$ cat src/rtl/mem_wr_buffer.sv
// mem_wr_buffer: small posted-write queue in front of a memory write port.
//   Accepts word writes (in_valid/in_ready), drops requests outside the
//   memory window [OFFSET, OFFSET+DEPTH-1] and flags them (err/err_count).
//   Queued writes drain one per cycle to mem_* unless hold is asserted.
//   rd_data forwards the newest queued write matching rd_addr, otherwise
//   mem_rdata.
// Ports:
//   clk, rst                  clock, synchronous active-high reset
//   in_valid/in_ready         request handshake; in_addr/in_data payload
//   hold                      drain inhibit
//   mem_wen/mem_waddr/wdata   memory write port (head of queue)
//   rd_addr, mem_rdata        read address / async memory read data
//   rd_data                   read data with pending-write forwarding
//   count                     entries queued
//   err, err_count            drop pulse, saturating drop counter
module mem_wr_buffer #(
  parameter int WIDTH  = 80,
  parameter int AWIDTH = 6,
  parameter int OFFSET = 32,
  parameter int DEPTH  = 32,
  parameter int QDEPTH = 4
) (
  input  logic                    clk,
  input  logic                    rst,
  input  logic                    in_valid,
  output logic                    in_ready,
  input  logic [AWIDTH-1:0]       in_addr,
  input  logic [WIDTH-1:0]        in_data,
  input  logic                    hold,
  output logic                    mem_wen,
  output logic [AWIDTH-1:0]       mem_waddr,
  output logic [WIDTH-1:0]        mem_wdata,
  input  logic [AWIDTH-1:0]       rd_addr,
  input  logic [WIDTH-1:0]        mem_rdata,
  output logic [WIDTH-1:0]        rd_data,
  output logic [$clog2(QDEPTH):0] count,
  output logic                    err,
  output logic [7:0]              err_count
);

  localparam int PW  = $clog2(QDEPTH);
  localparam int CW  = PW + 1;
  localparam int AW1 = AWIDTH + 1;
  // One extra bit so OFFSET+DEPTH-1 cannot wrap.
  localparam logic [AWIDTH:0] WIN_LO = AW1'(OFFSET);
  localparam logic [AWIDTH:0] WIN_HI = AW1'(OFFSET + DEPTH - 1);

  logic [AWIDTH-1:0] addr_mem_q [QDEPTH];
  logic [AWIDTH-1:0] addr_mem_d [QDEPTH];
  logic [WIDTH-1:0]  data_mem_q [QDEPTH];
  logic [WIDTH-1:0]  data_mem_d [QDEPTH];

  logic [PW-1:0]     wr_ptr_q, wr_ptr_d;
  logic [PW-1:0]     rd_ptr_q, rd_ptr_d;
  logic [CW-1:0]     count_q, count_d;
  logic              err_q, err_d;
  logic [7:0]        err_cnt_q, err_cnt_d;
  logic [AWIDTH-1:0] last_addr_q, last_addr_d;
  logic [WIDTH-1:0]  last_data_q, last_data_d;

  logic              push_req;
  logic              in_win;
  logic              push;
  logic              pop;
  logic [AWIDTH:0]   in_addr_ext;
  logic [PW-1:0]     fwd_idx;

  assign in_addr_ext = {1'b0, in_addr};
  assign in_win      = (in_addr_ext >= WIN_LO) && (in_addr_ext <= WIN_HI);

  // in_ready looks only at registered occupancy, never at a same-cycle pop.
  assign in_ready = (count_q < CW'(QDEPTH));
  assign push_req = in_valid && in_ready && !rst;
  assign push     = push_req && in_win;
  assign mem_wen  = !rst && (count_q != '0) && !hold;
  assign pop      = mem_wen;

  assign count     = count_q;
  assign err       = err_q;
  assign err_count = err_cnt_q;

  // Head entry while non-empty, otherwise the last values written out.
  assign mem_waddr = (count_q != '0) ? addr_mem_q[rd_ptr_q] : last_addr_q;
  assign mem_wdata = (count_q != '0) ? data_mem_q[rd_ptr_q] : last_data_q;

  always_comb begin
    addr_mem_d = addr_mem_q;
    data_mem_d = data_mem_q;
    if (push) begin
      addr_mem_d[wr_ptr_q] = in_addr;
      data_mem_d[wr_ptr_q] = in_data;
    end
  end

  always_comb begin
    wr_ptr_d    = push ? wr_ptr_q + PW'(1) : wr_ptr_q;
    rd_ptr_d    = pop  ? rd_ptr_q + PW'(1) : rd_ptr_q;
    count_d     = count_q;
    unique case ({push, pop})
      2'b10:   count_d = count_q + CW'(1);
      2'b01:   count_d = count_q - CW'(1);
      default: count_d = count_q;
    endcase
    err_d       = push_req && !in_win;
    err_cnt_d   = (err_d && (err_cnt_q != 8'hFF)) ? err_cnt_q + 8'd1 : err_cnt_q;
    last_addr_d = pop ? addr_mem_q[rd_ptr_q] : last_addr_q;
    last_data_d = pop ? data_mem_q[rd_ptr_q] : last_data_q;
  end

  // Walk oldest to newest so the newest matching entry wins.
  always_comb begin
    rd_data = mem_rdata;
    fwd_idx = rd_ptr_q;
    for (int unsigned i = 0; i < QDEPTH; i++) begin
      fwd_idx = rd_ptr_q + PW'(i);
      if ((CW'(i) < count_q) && (addr_mem_q[fwd_idx] == rd_addr)) begin
        rd_data = data_mem_q[fwd_idx];
      end
    end
  end

  always_ff @(posedge clk) begin
    if (rst) begin
      wr_ptr_q    <= '0;
      rd_ptr_q    <= '0;
      count_q     <= '0;
      err_q       <= 1'b0;
      err_cnt_q   <= '0;
      last_addr_q <= '0;
      last_data_q <= '0;
    end else begin
      wr_ptr_q    <= wr_ptr_d;
      rd_ptr_q    <= rd_ptr_d;
      count_q     <= count_d;
      err_q       <= err_d;
      err_cnt_q   <= err_cnt_d;
      last_addr_q <= last_addr_d;
      last_data_q <= last_data_d;
    end
  end

  // Entry storage carries no reset; occupancy alone decides validity.
  always_ff @(posedge clk) begin
    addr_mem_q <= addr_mem_d;
    data_mem_q <= data_mem_d;
  end

endmodule

$ cat config.mk
export PLATFORM = sky130hd
export DESIGN_NAME = mem_wr_buffer
export DESIGN_NICKNAME = d
export VERILOG_FILES = /design/src/rtl/mem_wr_buffer.sv
export SDC_FILE = /design/constraint.sdc
export NUM_CORES = 1
export LEC_CHECK = 0
export BUFFER_PORTS_ARGS = -buffer_cell sky130_fd_sc_hd__buf_2
export CORE_UTILIZATION = 55
export CTS_CLUSTER_SIZE = 25
export DETAILED_ROUTE_END_ITERATION = 8
export PLACE_DENSITY = 0.77
export SKIP_LAST_GASP = 1
export SYNTH_ARGS = -nofsm -noshare
export SYNTH_HDL_FRONTEND = slang
export SYNTH_SLANG_ARGS = --single-unit
export TNS_END_PERCENT = 5
$ cat constraint.sdc
create_clock -name clk -period 6.75 [get_ports clk]
set_input_delay 0.3375 -clock clk [delete_from_list [all_inputs] [get_ports clk]]
set_output_delay 0.3375 -clock clk [all_outputs]
set_load 0.01 [all_outputs]
# Yosys cells after proc, flatten, opt, wreduce, memory -nomap -nowiden
# Index checks and enable logic that the tools add are counted.
[totals]
mem_bits_ro = 0
latchBits = 0
regBits = 446
mem_bits_rw = 0
n_memories = 0
[classes]
div_mod_pow = 0
eq_ne = 7
n_lt_le_gt_ge = 13
n_bitwise = 5
reduce_logical = 18
n_mux = 37
mul = 0
addsub = 7
shifts = 0
[op_table]
columns = ["cell", "n"]
rows = [
  ["$mux 80", 14],
  ["$bmux 80 s2", 4],
  ["$bwmux 320", 1],
  ["$demux 80 s2", 1],
  ["$mux 6", 10],
  ["$bmux 6 s2", 4],
  ["$bwmux 24", 1],
  ["$eq 6x6->1", 4],
  ["$ge 3x3->1 const B", 5],
  ["$not 2->3", 5],
  ["$logic_and 1x1->1", 13],
  ["$demux 6 s2", 1],
  ["$add 8x1->8 const B", 1],
  ["$ne 8x8->1 const B", 1],
  ["$ge 6x6->1 const B", 1],
  ["$le 6x6->1 const B", 1],
  ["$lt 1x3->1 const A", 2],
  ["$lt 2x3->1 const A", 2],
  ["$pmux 3 s2", 1],
  ["$add 2x1->2 const B", 2],
  ["$add 2x2->2 const B", 2],
  ["$add 3x1->3 const B", 1],
  ["$logic_not 1->1", 3],
  ["$lt 3x1->1 const B", 1],
  ["6 further kinds", 6],
]

# Logic depth before layout (Yosys ltp)
# Gate-level depths: netlist of the first run.
[logic_depth]
word_depth = 10
depth_mapped = 12
depth_no_buf = 9

# Worst setup path before layout of the first run
# Ideal clock, no wire load.
[synth_timing]
kind = "flip-flop to flip-flop"
start = "register count_q[2] (netlist: count[2])"
end = "register addr_mem_q[0] (netlist bit) (enable)"
n_path_buf = 1
arrival_time_ps = 2939
path_stages_with_launch = 4
path_slack_ps = 3357
cell_sequence = "dfxtp_1 nor4bb_1 clkbuf_1 and2_1"
[synth_via]
elab_chain_len = 4
[synth_lines]
columns = ["element", "line_no", "text"]
rows = [
  ["start: declaration", "55", "logic [CW-1:0] count_q, count_d;"],
  ["start signal: assignment", "134", "count_q <= count_d;"],
  ["$lt 3x3->1", "72", "assign in_ready = (count_q < CW'(QDEPTH));"],
  ["$logic_and 1x1->1 (2 in a row)", "73", "assign push_req = in_valid && in_ready && !rst;"],
  ["$logic_and 1x1->1", "74", "assign push = push_req && in_win;"],
  ["end signal: assignment", "144", "addr_mem_q <= addr_mem_d;"],
  ["end: declaration", "48", "logic [AWIDTH-1:0] addr_mem_q [QDEPTH];"],
]
# Every way passes these cells.
# A chain may end at the register's enable or synchronous reset.

# Worst setup path after layout of the first run
[layout_timing]
start = "register rd_ptr_q[1]"
end = "output port rd_data[72]"
[layout_via]
elab_chain_len = 10
word_cells_on_any_way = 43
[layout_lines]
columns = ["element", "line_no", "text"]
rows = [
  ["start: declaration", "54", "logic [PW-1:0] rd_ptr_q, rd_ptr_d;"],
  ["start signal: assignment", "133", "rd_ptr_q <= rd_ptr_d;"],
  ["$add 2x1->2 / $not 2->3 (equally long branches)", "115, 116, 117", ""],
  ["$not 2->3 (not written as such) / $bmux 6 s2 (equally long branches)", "116, 117", ""],
  ["$bmux 6 s2 / $mux 6 (equally long branches)", "116", "if ((CW'(i) < count_q) && (addr_mem_q[fwd_idx] == rd_addr)) begin"],
  ["$mux 6 (not written as such)", "116", ""],
  ["$mux 6 (not written as such) / $eq 6x6->1 (equally long branches)", "116", ""],
  ["$eq 6x6->1 / $logic_and 1x1->1 (equally long branches)", "116", ""],
  ["$logic_and 1x1->1 / $mux 80 (equally long branches)", "116", ""],
  ["$mux 80 (2 in a row)", "116", ""],
  ["$mux 80 (*)", "116", ""],
  ["end: declaration", "35", "output logic [WIDTH-1:0] rd_data,"],
]
# Mark *: on every way between the ends. The rest lies on a longest branch, timed or not. The select of a mux whose other input is x is not followed.

==> summary.txt, run 1 <==
Global routing
  – Number of global-route vias before repair: 21013
  – Number of antenna violations at the first check in global routing: 6
  – Global-route wire length before repair: 118 mm
  – GRT Resource Usage Total: 30.6%
  – Maximum number of pins on one net before global-route repair: 97
  – Aggregate global routing overflow: 0

Synthesis
  – Compound-cell area share of the yosys netlist: 12.3%
  – Warnings from Yosys: 0
  – Synth top area cells: edfxtp_1, mux4_2, dfxtp_1, o21ai_0, mux2i_1
  – Mux share of post-synthesis cell area: 25.1%
  – Synthesized-area fraction occupied by xor and xnor cells: 1.07%
  – Netlist cell types: 56
  – EDFF count, synth: 344
  – Seq/Total Area, Yosys: 45.8%
  – Mapped Cells: 2303
  – Post-Synth Simple-Gate Area: 10.9%
  – Adder-Cell Fraction of Synth Area: 0.463%
  – Cell area after synthesis: 27000 µm²
  – Share of synthesized registers carrying an async set or reset: 0%
  – Average cell area after synthesis: 11.7 µm²
  – Cell taking the most area after synthesis: edfxtp_1
  – Primary flip-flop cell chosen by synthesis mapping: edfxtp_1
  – Area share of the largest cell type after synthesis: 38.3%
  – Main combinational cell family by area after synthesis: multiplexers
  – Number of storage elements in the synthesis netlist: 446
  – Number of nets in the synthesized netlist: 2489

Routing
  – Drt via density: 6.57
  – ANT nets after route: 0
  – Total number of vias: 21366
  – Drt first pass iters: 6
  – Remaining routing DRC violations: 0
  – Wire length after detailed routing: 77.5 mm
  – Average wire per cell in the routed design: 23.8 µm
  – Count of routing violations after the opening detailed-route iteration: 2367

Clock network
  – TritonCTS Sinks: 446
  – Clock tree from TritonCTS: built
  – Number of levels the H-tree was split into: 2
  – Post-cts repair resize count: 0
  – Post-CTS setup repair buffer count: 0
  – Clock insertion delay at the later pin of the skew report: 0.58 ns
  – Clk root buf: clkbuf_16
  – Longest Clk Path Bufs: 3
  – Number of buffers added by the clock tree synthesis step: 48
  – Post-CTS clock slew at the launch and capture registers of the worst setup and hold paths: 0.06 ns
  – Count of hold buffers inserted by post-cts repair: 85

Placement
  – Final HPWL from detailed placement: 48.6 mm
  – I/O Buffers: 355
  – Routability congestion estimate from global placement: 0.882

Min path
  – Hold-critical path endpoint: addr_mem_q[5]$_DFFE_PP_
  – Hold path cells: 1
  – Worst min-delay path category: input port to flip-flop
  – Startpoint of the most critical hold path: in_addr[5]

Timing
  – Final Max Tran Viols: 0
  – Slew at the pin closest to its max-slew limit: 1.12 ns
  – Peak clock frequency supported by timing: 189 MHz
  – Setup repair after global routing missed its margin: no
  – Clock period minus final worst setup slack: 5.30 ns
  – TNS Setup: 0 ns
  – Headroom to the max-slew limit: 25.2%
  – Final setup violation count: 0
  – Count of final hold-check violations: 0
  – Crit share post-route: 78.5%
  – Setup Skew: 0.0115 ns

Die
  – I/O Pins: 356
  – Die width: 224 µm
  – Starting density of the core: 56.2%
  – Die outline area: 50000 µm²
  – Die span in y: 224 µm
  – Cell row count: 80
  – Core footprint: 48000 µm²

Power and ir drop
  – Worst IR drop on VDD: 0.202 mV
  – Internal Power: 5.14 mW
  – Combinational share of power: 18.1%
  – Reported net switching power: 1.88 mW
  – Clock share of power: 38.0%
  – Switching part of the total: 26.8%
  – Seq pwr share: 43.9%
  – Power per unit of standard cell area: 225 nW/µm²
  – Static leakage: 10.3 nW

Setup path
  – Largest driver fanout on the critical path: 93
  – Reg2reg end: last_data_q[25]$_SDFFE_PP0P_
  – Crit path capture type: output port
  – Worst reg2reg path depth: 5
  – Kind of critical path: flip-flop to output port
  – Slack of the worst reg-to-reg path: 2.82 ns
  – Worst Path Arrival: 4.96 ns
  – Required time at the worst-slack endpoint: 6.41 ns
  – Start of the worst register-to-register path: rd_ptr_q[0]$_SDFFE_PP0P_
  – Startpoint Class: flip-flop

Run
  – Max Cap Viol: 0

Finish
  – Most common cell after layout, fill and taps aside: buf_2
  – Area growth from synthesis to layout: 15.3%
  – Area taken by flip-flops and latches: 12400 µm²
  – Fraction of final layout cells with drive strength greater than 1: 28.9%
  – Commonest non-fill, non-tap cells in the layout: buf_2, edfxtp_1, o21ai_0, nand2_1, mux4_2
  – Net count reported at finish: 2783
  – Fillers: 3561
  – Area of the multi-input gates: 13500 µm²
  – Post-layout utilization of the core: 64.8%

Outcome
  – Status: completed
[worst max path at each step]
stage / start / endpoint / slack (ns) / cells past startpoint
6_report: rd_ptr_q[1]$_SDFFE_PP0P_ / rd_data[72] / 1.45 / 8
5_1_grt: rd_ptr_q[1]$_SDFFE_PP0P_ / rd_data[53] / 1.30 / 8
4_1_cts: rd_ptr_q[1]$_SDFFE_PP0P_ / rd_data[73] / 1.58 / 8
3_5_place_dp: rd_ptr_q[1]$_SDFFE_PP0P_ / rd_data[73] / 2.20 / 8
3_3_place_gp: rd_ptr_q[1]$_SDFFE_PP0P_ / rd_data[74] / 2.28 / 7
2_1_floorplan: count[2]$_SDFFE_PP0P_ / addr_mem_q[0]$_DFFE_PP_ / 3.36 / 3
[metal layers]
layer	up-vias	GRT usage (%)	share of wire, %	wire length (µm)
li1	9480	-	-	-
met1	10556	38.7	37	28900
met2	1130	51.3	49	38300
met3	198	5.68	9.5	7340
met4	2	13.6	3.8	2980
met5	-	0	0.014	11
[worst max-delay path: stages (launching register included)]
cell and delay [ns]:
dfxtp_4 1.02, mux4_2 0.46, xnor2_1 0.18, nand4_1 0.74, or2_4 0.72, buf_4 0.39
a211oi_1 0.37, o31ai_1 0.12, buf_2 0.19
[cell families after synthesis]
kind of cell,count (synthesis)
multiplexers,440
AO/OA/AOI/OAI,544
flip-flops,446
adder cells (fa/ha/maj),10
XOR/XNOR,32
buffers and inverters,234
AND/OR/NAND/NOR,597
[per-stage QoR]
step                setup WS [ns]  std cells  hold WS [ns]  total power [mW]  instance area [µm²]
floorplan                    3.36       2303         0.427              3.94                27000
global placement             2.28       3077         0.458              4.31                28700
detailed placement           2.20       3077         0.463              4.35                28700
CTS                          1.58       3250        0.0192              7.03                31100
global route                 1.30       3254        0.0329              7.23                31100
finish                       1.45       3254        0.0544              7.02                31100
[registers in the layout, summed over array words and instances, names as in the netlist]
| signal | count |
|---|---|
| data_mem_q | 320 |
| last_data_q | 80 |
| addr_mem_q | 24 |
| err_count | 8 |
| last_addr_q | 6 |
| count | 3 |
| rd_ptr_q | 2 |
| wr_ptr_q | 2 |
| err | 1 |
[layout make-up]
type	instances	share of cell area (%)
Antenna cell	4	0.0322
Clock inverter	19	0.691
Multi-Input combinational cell	1623	43.4
Clock buffer	69	4.34
Timing Repair Buffer	471	9.20
Sequential cell	446	39.8
Inverter	7	0.0844
Tap cell	615	2.47
[Yosys cell counts (2+ instances only)]
master	number
buf_2	61
inv_1	7
or3_1	3
nor2_2	2
buf_1	16
o21ai_0	289
buf_12	5
edfxtp_1	344
mux4_2	175
nand2b_1	39
mux2i_1	137
mux2_1	34
nor3_1	122
xnor2_1	18
mux4_1	2
nand4_1	4
buf_4	8
mux2_2	92
and2_1	4
nand3_1	8
ha_1	10
nor2_1	138
or2_1	2
a31o_1	38
xor2_1	13
o211ai_2	20
nand2_1	176
clkbuf_1	123
a21oi_1	84
o31ai_1	43
nand3b_1	87
buf_6	13
or4_1	2
nor2b_1	2
o211ai_1	18
dfxtp_1	102
a211oi_1	43
[power groups by stage]
stage / Clock [mW] / Sequential [mW] / Combinational, mW
after global routing: 2.78 / 3.09 / 1.36
after floorplan: 0 / 3.12 / 0.826
after CTS: 2.69 / 3.08 / 1.27
final: 2.66 / 3.08 / 1.27
after global placement: 0 / 3.13 / 1.18
after detailed placement: 0 / 3.14 / 1.21
Note: power is estimated with default switching activity, not from simulation.
==> run 2, diff against run 1 <==
Clock period 6.75 ns to 5.2 ns, I/O delays scaled along.
==> run 2 against run 1 <==
Compared with the run above:
- sequential power increased by 30%
- combinational power increased by 31%
- power increased by 33%
- hold slack improved by 0.076 ns
- non-clock buffer count increased by 6
- global-route usage increased by 0.36 points
- sequential share of layout area decreased by 0.36 points
- clock skew increased by 0.014 ns
- largest cell class unchanged
- core utilization increased by 0.59 points
- critical path depth decreased by 1
- critical path type unchanged
- wire length increased by 0.87%
==> summary.txt, run 2 (same netlist as run 1, synthesis figures left out) <==
Finish
  – Biggest regs: data_mem_q x320, last_data_q x80, addr_mem_q x24 (unchanged)
  – Net count reported at finish: 2790 (was 2783)
  – Commonest non-fill, non-tap cells in the layout: buf_2, edfxtp_1, o21ai_0, nand2_1, mux4_2 (unchanged)
  – Largest register FFs: 320 (unchanged)
  – Most common cell after layout, fill and taps aside: buf_2 (unchanged)
  – Area growth from synthesis to layout: 16.3% (was 15.3%)
  – Summed area of non-filler cells in the final layout: 31400 µm² (was 31100 µm²)
  – Register name with the most flops: data_mem_q (unchanged)
  – Fraction of final layout cells with drive strength greater than 1: 29.3% (was 28.9%)

Timing
  – Setup Skew: 0.0253 ns (was 0.0115 ns)
  – Final Max Tran Viols: 0 (unchanged)
  – Final hold slack: 0.130 ns (was 0.0544 ns)
  – Crit share post-route: 91.9%
  – Setup repair after global routing missed its margin: no (unchanged)
  – Slew at the pin closest to its max-slew limit: 1.13 ns (was 1.12 ns)
  – Peak clock frequency supported by timing: 209 MHz
  – Final setup violation count: 0 (unchanged)
  – Count of final hold-check violations: 0 (unchanged)
  – Clock period minus final worst setup slack: 4.78 ns
  – Headroom to the max-slew limit: 24.9% (was 25.2%)
  – TNS Setup: 0 ns (unchanged)
  – Final critical-path setup slack: 0.423 ns (was 1.45 ns)

Routing
  – Drt first pass iters: 8 (was 6)
  – Average wire per cell in the routed design: 24.0 µm (was 23.8 µm)
  – ANT nets after route: 0 (unchanged)
  – Routed wire length on met3: 7.40 mm (was 7.34 mm)
  – Remaining routing DRC violations: 0 (unchanged)
  – Drt via density: 6.56 (was 6.57)
  – Wire length on met2: 38.3 mm (about the same)
  – DRT met1 WL: 29.4 mm (was 28.9 mm)
  – Topmost layer with routed signal wires: met5 (unchanged)
  – Total number of vias: 21411 (was 21366)
  – Count of routing violations after the opening detailed-route iteration: 2143 (was 2367)
  – Wire length after detailed routing: 78.2 mm (was 77.5 mm)

Clock network
  – Longest Clk Path Bufs: 3 (unchanged)
  – Number of levels the H-tree was split into: 2 (unchanged)
  – Clock tree from TritonCTS: built (unchanged)
  – Number of buffers added by the clock tree synthesis step: 49 (was 48)
  – Clock insertion delay at the later pin of the skew report: 0.59 ns (was 0.58 ns)
  – TritonCTS Sinks: 446 (unchanged)
  – Post-CTS clock slew at the launch and capture registers of the worst setup and hold paths: 0.06 ns (about the same)
  – Clk root buf: clkbuf_16 (unchanged)

Power and ir drop
  – Seq pwr share: 42.9% (was 43.9%)
  – Internal Power: 6.83 mW (was 5.14 mW)
  – Power per unit of standard cell area: 297 nW/µm² (was 225 nW/µm²)
  – Static leakage: 10.4 nW (was 10.3 nW)
  – Switching part of the total: 26.7% (was 26.8%)
  – Overall power of the completed layout: 9.32 mW (was 7.02 mW)
  – Combinational share of power: 17.9% (was 18.1%)
  – Clock share of power: 39.2% (was 38.0%)
  – Reported net switching power: 2.49 mW (was 1.88 mW)
  – Worst IR drop on VDD: 0.305 mV (was 0.202 mV)

Setup path
  – Largest driver fanout on the critical path: 42 (was 93)
  – Family with the most delay on the worst path: simple AND/OR/NAND/NOR gates (unchanged)
  – Crit path capture type: output port (unchanged)
  – Startpoint Class: flip-flop (unchanged)
  – Worst Path Arrival: 4.52 ns (was 4.96 ns)
  – Largest stage delay on the critical path: 0.83 ns (was 1.02 ns)
  – Kind of critical path: flip-flop to output port (unchanged)
  – Series of cell instances along the critical path: mux4_2, xnor2_1, nand3_4, nor2_2, or2_2, o31ai_1, buf_2 (was mux4_2, xnor2_1, nand4_1, or2_4, buf_4, a211oi_1, o31ai_1, buf_2)
  – Required time at the worst-slack endpoint: 4.94 ns (was 6.41 ns)
  – Slowest-stage cell, CP: or2_2 (was dfxtp_4)
  – CP bufs+invs: 1 (was 2)

Die
  – Die span in y: 224 µm (unchanged)
  – Starting density of the core: 56.2% (unchanged)
  – Cell row count: 80 (unchanged)
  – Core footprint: 48000 µm² (unchanged)
  – Die outline area: 50000 µm² (unchanged)
  – Die width: 224 µm (unchanged)
  – I/O Pins: 356 (unchanged)

Placement
  – I/O Buffers: 355 (unchanged)
  – Worst slack, placed: 1.09 ns (was 2.20 ns)
  – Routability congestion estimate from global placement: 0.862 (was 0.882)
  – Placement Cell Area: 28800 µm² (was 28700 µm²)
  – Final HPWL from detailed placement: 48.5 mm (was 48.6 mm)

Global routing
  – Global-route wire length before repair: 120 mm (was 118 mm)
  – Number of global-route vias before repair: 21453 (was 21013)
  – Aggregate global routing overflow: 0 (unchanged)
  – GRT Resource Usage Total: 30.9% (was 30.6%)
  – Number of antenna violations at the first check in global routing: 5 (was 6)
  – Maximum number of pins on one net before global-route repair: 181 (was 97)

Outcome
  – Status: completed (unchanged)

Run
  – Max Cap Viol: 0 (unchanged)

Min path
  – Worst min-delay path category: input port to flip-flop (unchanged)
==> run 2: cell types whose count changed in the layout (fill, tap and decap cells not counted), moves of 3 or more <==
cell and delta:
buf_12 +8, buf_4 -5, clkbuf_1 -10, clkinv_1 +4, clkinvlp_4 +3, dlygate4sd3_1 +3
==> run 2: cell type report <==
type                            count  area [µm²]
Multi-Input combinational cell   1623       13500
Antenna cell                        4        10.0
Clock inverter                     31         339
Tap cell                          615         769
Sequential cell                   446       12400
Fill cell                        3576       16600
Timing Repair Buffer              477        3020
Inverter                            7        26.3
Clock buffer                       61        1360
==> run 2: metrics by stage <==
step                      instances  utilization, %
after detailed placement       3080            60.0
after global routing           3263            65.4
final                          3264            65.4
after CTS                      3260            65.4
after floorplan                2303               -
after global placement         3080            60.0
==> run 2: per-layer routing <==
metal  GRT usage, %  vias to the layer above
met2           52.0                     1205
met3           6.09                      183
met5              0                        -
met4           14.3                        2
met1           38.6                    10527
li1               -                     9494
==> run 2: worst paths after layout <==
path                                                  start                           end  slack, ns  cells after the start
worst max-delay path               rd_ptr_q[0]$_SDFFE_PP0P_                    rd_data[8]       0.42                      7
worst max register to register     rd_ptr_q[0]$_SDFFE_PP0P_  last_data_q[77]$_SDFFE_PP0P_       1.62                      5
worst min register to register  last_addr_q[0]$_SDFFE_PP0P_   last_addr_q[0]$_SDFFE_PP0P_       0.48                      2
worst min-delay path                                    rst     err_count[1]$_SDFFE_PP0P_       0.13                      2
==> run 2: power by group through the flow <==
| stage | clock network, mW | logic (mW) | registers (mW) |
|---|---|---|---|
| floorplan | 0 | 1.07 | 4.05 |
| global placement | 0 | 1.54 | 4.06 |
| detailed placement | 0 | 1.58 | 4.07 |
| CTS | 3.69 | 1.65 | 4.00 |
| global route | 3.82 | 1.79 | 4.01 |
| finish | 3.65 | 1.67 | 4.00 |
==> run 2: worst register-to-register path, cell delays in order, from the launching register on <==
cell and delay, ns:
dfxtp_4 0.79, buf_12 0.68, buf_4 0.90, mux2_2 0.45, o21ai_0 0.43, o21ai_0 0.16
==> run 2: timing repair <==
item                                   CTS  global route
hold buffers                            88             0
resized for setup                        0             0
buffers inserted                         0             0
endpoints found under the hold margin  346             0
==> run 3, diff against run 2 <==
Settings changed: CORE_ASPECT_RATIO set to 0.5, SKIP_CTS_REPAIR_TIMING set to 1.
==> run 3 against run 2 <==
Compared with the run above:
- the run now ends with design-rule violations left
- clock power is 14% lower
- wire length fell by 0.19%
- first-iteration DRC count rose by 16%
- register-to-register slack improved by 0.05 ns
- critical path depth increased by 1
- critical endpoint is now rd_data[20]
==> summary.txt, run 3 (same netlist as run 1, synthesis figures left out) <==
Outcome
  – Status: complete, but fails checks (was completed)
  – Violations in the final reports: design-rule violations

Routing
  – Remaining routing DRC violations: 6 (was 0)
  – Total number of vias: 21359 (was 21411)
  – Count of routing violations after the opening detailed-route iteration: 2495 (was 2143)
  – ANT nets after route: 0 (unchanged)
  – Drt first pass iters: 7 (was 8)
  – Average wire per cell in the routed design: 23.8 µm (was 24.0 µm)
  – Drt via density: 6.51 (was 6.56)
  – Wire length after detailed routing: 78.1 mm (was 78.2 mm)

Clock network
  – Clock insertion delay at the later pin of the skew report: 0.55 ns (was 0.59 ns)
  – Number of buffers added by the clock tree synthesis step: 44 (was 49)
  – TritonCTS Sinks: 446 (unchanged)
  – Number of levels the H-tree was split into: 2 (unchanged)
  – Post-CTS clock slew at the launch and capture registers of the worst setup and hold paths: 0.06 ns (about the same)
  – Longest Clk Path Bufs: 3 (unchanged)
  – Clock tree from TritonCTS: built (unchanged)
  – Clk root buf: clkbuf_16 (unchanged)

Setup path
  – Series of cell instances along the critical path: mux4_1, xor2_1, or4_4, nor2_2, or2_2, buf_4, o31ai_1, buf_2 (was mux4_2, xnor2_1, nand3_4, nor2_2, or2_2, o31ai_1, buf_2)
  – Family with the most delay on the worst path: simple AND/OR/NAND/NOR gates (unchanged)
  – Required time at the worst-slack endpoint: 4.94 ns (about the same)
  – CP bufs+invs: 2 (was 1)
  – Kind of critical path: flip-flop to output port (unchanged)
  – Worst Path Arrival: 4.38 ns (was 4.52 ns)
  – Crit path capture type: output port (unchanged)
  – Slowest-stage cell, CP: or2_2 (unchanged)
  – Startpoint Class: flip-flop (unchanged)
  – Largest stage delay on the critical path: 0.75 ns (was 0.83 ns)
  – Largest driver fanout on the critical path: 35 (was 42)

Power and ir drop
  – Overall power of the completed layout: 8.85 mW (was 9.32 mW)
  – Worst IR drop on VDD: 0.213 mV (was 0.305 mV)
  – Static leakage: 10.2 nW (was 10.4 nW)
  – Power per unit of standard cell area: 285 nW/µm² (was 297 nW/µm²)

Die
  – I/O Pins: 356 (unchanged)
  – Cell row count: 56 (was 80)
  – Starting density of the core: 56.7% (was 56.2%)
  – Die outline area: 50000 µm² (about the same)
  – Die span in y: 159 µm (was 224 µm)
  – Die width: 315 µm (was 224 µm)
  – Core footprint: 47600 µm² (was 48000 µm²)

Min path
  – Worst min-delay path category: input port to flip-flop (unchanged)

Finish
  – Largest register FFs: 320 (unchanged)
  – Most common cell after layout, fill and taps aside: buf_2 (unchanged)
  – Fraction of final layout cells with drive strength greater than 1: 28.8% (was 29.3%)
  – Commonest non-fill, non-tap cells in the layout: buf_2, edfxtp_1, o21ai_0, nand2_1, mux4_2 (unchanged)
  – Area growth from synthesis to layout: 15.1% (was 16.3%)
  – Net count reported at finish: 2788 (was 2790)
  – Fillers: 3531 (was 3576)
  – Area of the multi-input gates: 13500 µm² (unchanged)
  – Biggest regs: data_mem_q x320, last_data_q x80, addr_mem_q x24 (unchanged)
  – Register name with the most flops: data_mem_q (unchanged)
  – Area taken by flip-flops and latches: 12400 µm² (unchanged)

Timing
  – Crit share post-route: 89.3% (was 91.9%)
  – Clock period minus final worst setup slack: 4.64 ns (was 4.78 ns)
  – Setup repair after global routing missed its margin: no (unchanged)
  – Final critical-path setup slack: 0.555 ns (was 0.423 ns)
  – Final Max Tran Viols: 0 (unchanged)
  – Slew at the pin closest to its max-slew limit: 1.19 ns (was 1.13 ns)
  – Final setup violation count: 0 (unchanged)
  – TNS Setup: 0 ns (unchanged)
  – Count of final hold-check violations: 0 (unchanged)
  – Headroom to the max-slew limit: 20.8% (was 24.9%)
  – Setup Skew: 0.0141 ns (was 0.0253 ns)
  – Peak clock frequency supported by timing: 215 MHz (was 209 MHz)

Global routing
  – Aggregate global routing overflow: 0 (unchanged)
  – Maximum number of pins on one net before global-route repair: 235 (was 181)
  – Number of global-route vias before repair: 20254 (was 21453)
  – Number of antenna violations at the first check in global routing: 7 (was 5)
  – Global-route wire length before repair: 116 mm (was 120 mm)
  – GRT Resource Usage Total: 30.2% (was 30.9%)

Placement
  – Worst slack, placed: 1.16 ns (was 1.09 ns)
  – Routability congestion estimate from global placement: 0.865 (was 0.862)
  – I/O Buffers: 355 (unchanged)
  – Final HPWL from detailed placement: 47.5 mm (was 48.5 mm)

Run
  – Max Cap Viol: 0 (unchanged)
run 3: changes by cell type in the layout (fill, tap and decap cells not counted), sizes merged:
cell / delta
diode: +3
clkinv: -11
clkbuf: +5
bufinv: -4
inv: +1
clkinvlp: -3
dlygate4sd3: -2
buf: +5
run 3: routing by layer:
layer	share of wire (%)	GRT usage, %	up-vias
met1	39	39.1	10605
li1	-	-	9494
met4	3.7	14.3	2
met2	49	49.8	1040
met5	0.015	0	-
met3	8.6	5.27	218
run 3: cell type report:
type                       count  area share (%)
sequential                   446            39.8
timing repair buffer         480            9.63
antenna                        7          0.0564
multi-input combinational   1623            43.5
clock inverter                14           0.471
clock buffer                  66            3.91
tap                          638            2.57
inverter                       7          0.0845
run 3: final timing paths:
kind	start	endpoint	slack [ns]	cells after the start
max	rd_ptr_q[0]$_SDFFE_PP0P_	rd_data[20]	0.56	8
min	hold	rd_ptr_q[0]$_SDFFE_PP0P_	0.04	3
max reg2reg	rd_ptr_q[0]$_SDFFE_PP0P_	last_data_q[19]$_SDFFE_PP0P_	1.67	5
min reg2reg	last_addr_q[4]$_SDFFE_PP0P_	last_addr_q[4]$_SDFFE_PP0P_	0.48	2
run 3: report_power, final:
group          internal [mW]  switching [mW]  leakage (nW)
Clock                   1.77            1.38         0.661
Sequential              3.93          0.0695          3.94
Combinational          0.700            1.00          5.62
Total                   6.39            2.45          10.2
run 3: worst min-delay path: stages:
cell     delay [ns]
buf_2          0.12
or3_1          0.11
a21oi_1        0.05
run 3: through the flow:
| step | instances | utilization [%] | hold WS (ns) | instance area (µm²) |
|---|---|---|---|---|
| floorplan | 2303 | - | 0.349 | 27000 |
| global placement | 3108 | 60.5 | 0.457 | 28800 |
| detailed placement | 3108 | 60.5 | 0.471 | 28800 |
| CTS | 3188 | 63.4 | -0.102 | 30200 |
| global route | 3280 | 65.2 | 0.0401 | 31100 |
| finish | 3281 | 65.2 | 0.0372 | 31100 |
